$ cat config.mk
export PLATFORM = sky130hd
export DESIGN_NAME = lsp_prev_compose_fsm
export DESIGN_NICKNAME = d
export VERILOG_FILES = /design/src/rtl/lsp_prev_compose_fsm.sv
export SDC_FILE = /design/constraint.sdc
export NUM_CORES = 1
export LEC_CHECK = 0
export BUFFER_PORTS_ARGS = -buffer_cell sky130_fd_sc_hd__buf_2
export CAP_MARGIN = 20
export CORE_AREA = 4 4 152 154
export DETAILED_ROUTE_END_ITERATION = 10
export DIE_AREA = 0 0 156 158
export GPL_ROUTABILITY_DRIVEN = 0
export SLEW_MARGIN = 20
export SYNTH_ARGS = -nofsm -noshare
export SYNTH_HDL_FRONTEND = slang
export SYNTH_SLANG_ARGS = --single-unit
$ cat constraint.sdc
create_clock -name clk -period 6.19 [get_ports clk]
set_input_delay 0.619 -clock clk [delete_from_list [all_inputs] [get_ports clk]]
set_output_delay 0.619 -clock clk [all_outputs]
set_load 0.01 [all_outputs]
$ cat src/rtl/lsp_prev_compose_fsm.sv
// lsp_prev_compose_fsm
// Composes ten LSP values from the previous-frame predictor:
//   acc = L_mult(lsp_ele[j], fg_sum[j]); acc = L_mac(acc, freq_prev[k][j], fg[k][j]) k=0..3
//   lsp[j] = extract_h(acc)
// The multiply/accumulate arithmetic is external and combinational; this block
// sequences the memory reads, the operand steering and the scratch writes.
// Optional build macro: LSP_PREV_COMPOSE_ROUND_EN selects a rounding, saturating
// extract of the high half instead of plain truncation. Timing is identical either way.
module lsp_prev_compose_fsm (
  input  logic        clk,
  input  logic        reset,
  input  logic        start,
  output logic        done,
  input  logic [10:0] lspEleAddr,
  input  logic [10:0] freqPrevAddr,
  input  logic [10:0] lspAddr,
  input  logic [11:0] fgAddr,
  input  logic [11:0] fgSumAddr,
  output logic [10:0] readAddr,
  input  logic [31:0] readIn,
  output logic [11:0] constantMemAddr,
  input  logic [31:0] constantMemIn,
  output logic [10:0] writeAddr,
  output logic [31:0] writeOut,
  output logic        writeEn,
  output logic [15:0] L_mult_a,
  output logic [15:0] L_mult_b,
  input  logic [31:0] L_mult_in,
  output logic [15:0] L_mac_a,
  output logic [15:0] L_mac_b,
  output logic [31:0] L_mac_c,
  input  logic [31:0] L_mac_in,
  output logic [15:0] add_a,
  output logic [15:0] add_b,
  input  logic [15:0] add_in
);

  typedef enum logic [3:0] {
    IDLE      = 4'd0,
    FETCH_ELE = 4'd1,
    WAIT_ELE  = 4'd2,
    MULT      = 4'd3,
    MAC_FETCH = 4'd4,
    MAC_WAIT  = 4'd5,
    MAC       = 4'd6,
    WRITE     = 4'd7,
    DONE      = 4'd8
  } state_t;

  state_t      state_r, state_nxt_s;
  logic [3:0]  j_r, j_nxt_s;
  logic [1:0]  k_r, k_nxt_s;
  logic [31:0] acc_r, acc_nxt_s;

  logic [10:0] ele_addr_s;
  logic [10:0] fp_addr_s;
  logic [10:0] lsp_addr_s;
  logic [11:0] fgsum_addr_s;
  logic [11:0] fg_addr_s;
  logic [15:0] result_s;

  // Only the low halves of the data words and no adder result are consumed.
  logic unused_inputs_s;
  assign unused_inputs_s = ^{add_in, readIn[31:16], constantMemIn[31:16]};

  // High half of the accumulator, optionally rounded with saturation at the top.
  function automatic logic [15:0] extract_h(input logic [31:0] acc);
    logic [31:0] rounded;
    rounded = acc + 32'h0000_8000;
`ifdef LSP_PREV_COMPOSE_ROUND_EN
    if ($signed(acc) >= $signed(32'h7FFF_8000)) begin
      extract_h = 16'h7FFF;
    end else begin
      extract_h = rounded[31:16];
    end
`else
    extract_h = acc[31:16] | (rounded[15:0] & 16'h0000);
`endif
  endfunction

  // Element / tap addresses; 16-word stride between predictor rows.
  always_comb begin
    ele_addr_s   = lspEleAddr + {7'd0, j_r};
    lsp_addr_s   = lspAddr + {7'd0, j_r};
    fp_addr_s    = freqPrevAddr + {5'd0, k_r, 4'd0} + {7'd0, j_r};
    fgsum_addr_s = fgSumAddr + {8'd0, j_r};
    fg_addr_s    = fgAddr + {6'd0, k_r, 4'd0} + {8'd0, j_r};
    result_s     = extract_h(acc_r);
  end

  // State, loop counters and accumulator; reset aborts any run in progress.
  always_ff @(posedge clk or negedge reset) begin
    if (!reset) begin
      state_r <= IDLE;
      j_r     <= 4'd0;
      k_r     <= 2'd0;
      acc_r   <= 32'd0;
    end else begin
      state_r <= state_nxt_s;
      j_r     <= j_nxt_s;
      k_r     <= k_nxt_s;
      acc_r   <= acc_nxt_s;
    end
  end

  // Next-state decode and per-state output steering; unused outputs stay zero.
  always_comb begin
    state_nxt_s     = state_r;
    j_nxt_s         = j_r;
    k_nxt_s         = k_r;
    acc_nxt_s       = acc_r;
    done            = 1'b0;
    readAddr        = 11'd0;
    constantMemAddr = 12'd0;
    writeAddr       = 11'd0;
    writeOut        = 32'd0;
    writeEn         = 1'b0;
    L_mult_a        = 16'd0;
    L_mult_b        = 16'd0;
    L_mac_a         = 16'd0;
    L_mac_b         = 16'd0;
    L_mac_c         = 32'd0;
    add_a           = 16'd0;
    add_b           = 16'd0;
    case (state_r)
      IDLE: begin
        if (start) begin
          state_nxt_s = FETCH_ELE;
          j_nxt_s     = 4'd0;
          k_nxt_s     = 2'd0;
        end else begin
          state_nxt_s = IDLE;
        end
      end
      FETCH_ELE: begin
        // Address is held through the wait cycle so the read data is still
        // for this element when it is consumed.
        readAddr        = ele_addr_s;
        constantMemAddr = fgsum_addr_s;
        state_nxt_s     = WAIT_ELE;
      end
      WAIT_ELE: begin
        readAddr        = ele_addr_s;
        constantMemAddr = fgsum_addr_s;
        state_nxt_s     = MULT;
      end
      MULT: begin
        L_mult_a    = readIn[15:0];
        L_mult_b    = constantMemIn[15:0];
        acc_nxt_s   = L_mult_in;
        state_nxt_s = MAC_FETCH;
      end
      MAC_FETCH: begin
        readAddr        = fp_addr_s;
        constantMemAddr = fg_addr_s;
        state_nxt_s     = MAC_WAIT;
      end
      MAC_WAIT: begin
        readAddr        = fp_addr_s;
        constantMemAddr = fg_addr_s;
        state_nxt_s     = MAC;
      end
      MAC: begin
        L_mac_a   = readIn[15:0];
        L_mac_b   = constantMemIn[15:0];
        L_mac_c   = acc_r;
        acc_nxt_s = L_mac_in;
        if (k_r == 2'd3) begin
          state_nxt_s = WRITE;
        end else begin
          k_nxt_s     = k_r + 2'd1;
          state_nxt_s = MAC_FETCH;
        end
      end
      WRITE: begin
        writeEn   = 1'b1;
        writeAddr = lsp_addr_s;
        writeOut  = {{16{result_s[15]}}, result_s};
        k_nxt_s   = 2'd0;
        if (j_r == 4'd9) begin
          state_nxt_s = DONE;
        end else begin
          j_nxt_s     = j_r + 4'd1;
          state_nxt_s = FETCH_ELE;
        end
      end
      DONE: begin
        done        = 1'b1;
        j_nxt_s     = 4'd0;
        state_nxt_s = IDLE;
      end
      default: begin
        state_nxt_s = IDLE;
        j_nxt_s     = 4'd0;
        k_nxt_s     = 2'd0;
        acc_nxt_s   = 32'd0;
      end
    endcase
  end

endmodule

Word level (Yosys, flattened, before mapping):

Index checks and enable logic that the tools add are counted.

* bits of input ports: 204
* logic and storage cells: 58
* register bits after elaboration: 42
* output and inout bits: 196

* add/sub/neg operators: 9
* bitwise operators: 2
* eq/ne operators: 13
* reduce and logical (&&, ||, !) cells: 8
* mux-type cells: 22

Operator list (number)
* $pmux W32 S3: 1
* $mux W16: 4
* $mux W32: 2
* $add A11 B4 Y11: 3
* $pmux W4 S8: 1
* $add A12 B4 Y12: 2
* $pmux W12 S2: 1
* $pmux W11 S2: 1
* $eq A4 B3 Y1 const B: 4
* $add A12 B6 Y12: 1
* $mux W4: 3
* $pmux W4 S3: 1
* $reduce_or A6 Y1: 2
* $add A11 B6 Y11: 1
* $mux W11: 1
* $eq A4 B2 Y1 const B: 2
* $eq A4 B4 Y1 const B: 2
* $reduce_or A7 Y1: 1
* $mux W2: 3
* $ne A2 B2 Y1 const B: 3
* $pmux W2 S3: 1
* $reduce_and A3 Y1: 2
* $add A4 B1 Y4 const B: 1
* $eq A4 B1 Y1 const B: 1
* 6 further kinds: 10

Longest topological paths before layout:

* depth in word-level cells: 4
* gate-level depth with buffers: 8
* mapped depth without buffers: 8

Worst setup path after synthesis:

No wires, ideal clock.

* path type: input to output
* from: input port fgAddr[0]
* to: output port constantMemAddr[8]
* stages: 7
* path buffers: 0
* data arrival time: 2.154 ns
* path slack: 3.417 ns
* required time: 5.571 ns
* cell sequence: ha_1 > fa_1 > a211oi_1 > o21ai_1 > o2111ai_1 > xor2_1 > o22ai_1

* cells in the longest elaborated chain, start to end: 3

Ends and longest elaborated chain
* from (decl): RTL line 17 `input logic [11:0] fgAddr,`
* $add A12 B6 Y12: RTL line 87 `fg_addr_s = fgAddr + {6'd0, k_r, 4'd0} + {8'd0, j_r};`
* $add A12 B4 Y12: RTL line 87
* $pmux W12 S2: RTL line 125 `case (state_r)`
* to (decl): RTL line 21 `output logic [11:0] constantMemAddr,`

Every way passes these cells.

Final worst setup path:

* from: register state_r[2]
* to: output port writeOut[24]

* cells in the longest elaborated chain, start to end: 2

Ends and longest elaborated chain
* from (decl): RTL line 50 `state_t state_r, state_nxt_s;`
* from (signal assigned): RTL line 99 `state_r <= state_nxt_s;`
* $eq A4 B3 Y1: RTL line 125
* $mux W32: RTL line 125
* to (decl): RTL line 24 `output logic [31:0] writeOut,`

Every way passes these cells.

==> results by group <==
Detailed routing
  • DRT antenna net count: 0
  • Vias/cell: 4.66
  • Drt first pass iters: 8
  • Via Count: ~5300
  • DRT Wirelength: between 15 and 20 mm
  • DRC Markers: 0
  • Iter 0 DRT Violations: slightly below 500
  • Wire per inst: between 15 and 20 um

STA
  • Final setup viols: 0
  • Fin crit share: 57.5%
  • Worst-margin pin slew: 0.847 ns
  • Hold Vio Cnt, Final: 0
  • Unrepaired setup endpoints after global routing: false
  • Setup TNS: 0 ns
  • Final worst path period need: between 3 and 4 ns
  • Worst clock skew: roughly 0.0048 ns
  • Slew Viols, Final: 0
  • Relative max-transition margin: between 40% and 50%
  • Max Fclk: roughly 280 MHz

Synthesis
  • Count leader, synth: and3_1
  • Most common library cells after synthesis: 68 x and3_1, 51 x and2_1, 50 x buf_4, 42 x dfrtp_1, 41 x inv_1
  • Ranking of synthesized cells by area: dfrtp_1 22%, and3_1 8.8%, buf_4 7.8%
  • Synth Cell Area: between 4000 and 5000 um^2
  • YS warnings: 0
  • Synth cell types: 57
  • Syn Inst Count: around 580
  • Number of synthesized flops with an enable pin: 0
  • FF+latch count, synth: 42
  • Sequential share of the synthesized area: ~22%
  • Area leader, netlist: dfrtp_1
  • Ys async rst share: 100%
  • Synth top area share: between 20% and 30%
  • Avg Cell Area, Syn: between 8 and 9 um^2
  • Ys flop type: dfrtp_1

Power
  • Worst vdd ir: 0.000109 V
  • LEAKAGE: roughly 3.9 nW
  • Pwr dens: 115 nW/um^2

Clock tree
  • Sink Count: between 40 and 50
  • H-tree depth: 2
  • TritonCTS clock tree: built
  • Cts repair resizes: 0
  • CTS max path bufs: 2
  • Clk slew on worst S/H paths: 0.06 ns
  • Insertion delay to the later sink of the worst-skew pair: slightly below 0.3 ns
  • Post-CTS Repair Setup Buffers: 0
  • CTS Buf Count: 5
  • Hold buffer count at cts: 0
  • Root Driver: clkbuf_16

Finish
  • Post-Layout Cell Count: 1140
  • Area Overhead vs Synth: 35.7%
  • Fillcell total: roughly 2400
  • Layout net count: ~1100
  • Share of post-route cells with drive strength above 1: about two fifths

Job
  • Max-Cap Viols: 0

Floorplan
  • Height of the die: approximately 160 um
  • Total Die Area: ~25000 um^2
  • Die width: ~160 um
  • Core outline area: around 22000 um^2
  • Initial cell density of the core: 22.2%
  • I/O pin count: 400
  • FP Rows: between 50 and 60

Worst setup path
  • CP max-delay cell: dfrtp_1
  • Critical Path RT: between 5 and 6 ns
  • CP endpoint kind: primary output
  • Type of the worst setup path: reg -> out
  • Critical Path Max Stage Delay: 0.66 ns
  • Critical path arrival: around 3 ns
  • Critical path fanouts, max: 19
  • Crit-path cells: nor2b_4 -> nand3_1 -> inv_1 -> and2_1 -> buf_2
  • Crit start category: flip-flop

Global routing
  • Vias in the first global route: ~5100
  • Largest net degree at the start of global routing: a little under 70
  • GRT Total Usage: 13.7%
  • First-pass GRT wire length: approximately 27 mm
  • Grt ovf: 0
  • Initial antenna violation count: 2

Status
  • Status: complete, no violations

Placed design
  • Port Buffers: ~320
  • Placed cells: around 1100
  • Hpwl dp: 14.2 mm

Min path
  • Min-delay worst type: in -> async
-- cell families (layout without fill, tap and decap cells) --
kind of cell             after synthesis  count (layout)  share of synthesized area (%)
AO/OA/AOI/OAI                        136             136                           21.7
XOR/XNOR                              39              39                           7.10
adder cells (fa/ha/maj)               32              32                           9.11
buffers and inverters                124             373                           14.6
flip-flops                            42              42                           21.9
multiplexers                           3               3                          0.651
other                                  1              33                         0.0780
AND/OR/NAND/NOR                      202             202                           24.9
-- registers in the layout (all words and copies together), names as in the netlist --
signal,count
acc_r,32
j_r,4
state_r,4
k_r,2
-- final timing paths --
path / start / end / slack, ns / depth (start not counted)
max in group asynchronous: reset / state_r[2]$_DFF_PN0_ / 5.35 / 2
min in group clk: acc_r[12]$_DFFE_PN0N_ / acc_r[12]$_DFFE_PN0N_ / 0.49 / 2
max: state_r[2]$_DFF_PN0_ / writeOut[24] / 2.63 / 5
min: reset / acc_r[4]$_DFFE_PN0N_ / 0.40 / 2
min reg2reg: acc_r[12]$_DFFE_PN0N_ / acc_r[12]$_DFFE_PN0N_ / 0.49 / 2
max reg2reg: state_r[2]$_DFF_PN0_ / j_r[1]$_DFFE_PN0P_ / 3.75 / 5
-- cells in the final DEF, fill, tap and decap left out, types with 3 or more instances in the layout --
master,count
a211oi_1,12
a21o_1,10
a21oi_1,15
a21oi_2,3
a222oi_1,32
a22o_1,4
and2_1,51
and3_1,68
buf_2,319
buf_4,5
clkbuf_16,5
conb_1,32
dfrtp_1,42
fa_1,5
ha_1,27
inv_1,41
nand2_1,15
nand2b_1,4
nand3_1,12
nand4_1,3
nor2_1,21
nor2b_1,7
nor3_1,5
o21a_1,4
o21ai_0,13
o21ai_1,5
o21bai_1,3
o22ai_1,18
xnor2_1,14
xor2_1,25
-- area by class of cell --
type                            count  area (um^2)  share of cell area (%)
Inverter                           41          154                    2.36
Tap cell                          280          350                    5.37
Antenna cell                        1         2.50                  0.0384
Sequential cell                    42         1050                    16.1
Multi-Input combinational cell    444         3180                    48.8
Clock inverter                      1         5.00                  0.0767
Clock buffer                        7          143                    2.19
Timing Repair Buffer              324         1630                    25.0
-- worst max-delay path: cells and delay by family, from the launching register on --
family,cells,cell delay [ns]
buffers and inverters,2,0.88
AND/OR/NAND/NOR,3,1.08
flip-flops,1,0.66
-- through the flow --
step / hold slack [ns] / worst slack, ns / util (%) / instance area (um^2) / total power [mW]
floorplan: 0.323 / 3.42 / - / 4920 / 0.400
global placement: 0.469 / 2.94 / 29.4 / 6370 / 0.478
detailed placement: 0.474 / 2.87 / 29.4 / 6370 / 0.481
CTS: 0.424 / 2.53 / 30.1 / 6520 / 0.761
global route: 0.446 / 2.36 / 30.1 / 6520 / 0.790
finish: 0.395 / 2.63 / 30.1 / 6520 / 0.749
-- metal layers --
metal / wire length (um) / GRT usage, % / vias up
li1: - / - / 2590
met4: 294 / 3.50 / 2
met2: 8780 / 23.1 / 270
met1: 7370 / 16.8 / 2430
met5: 7 / 0 / -
met3: 1880 / 4.46 / 17
-- power breakdown --
group	switching (mW)	total (mW)	internal [mW]
logic	0.0978	0.184	0.0859
clock network	0.113	0.273	0.160
registers	0.00789	0.293	0.285
total	0.218	0.749	0.531
(Power assumes the default switching activity.)
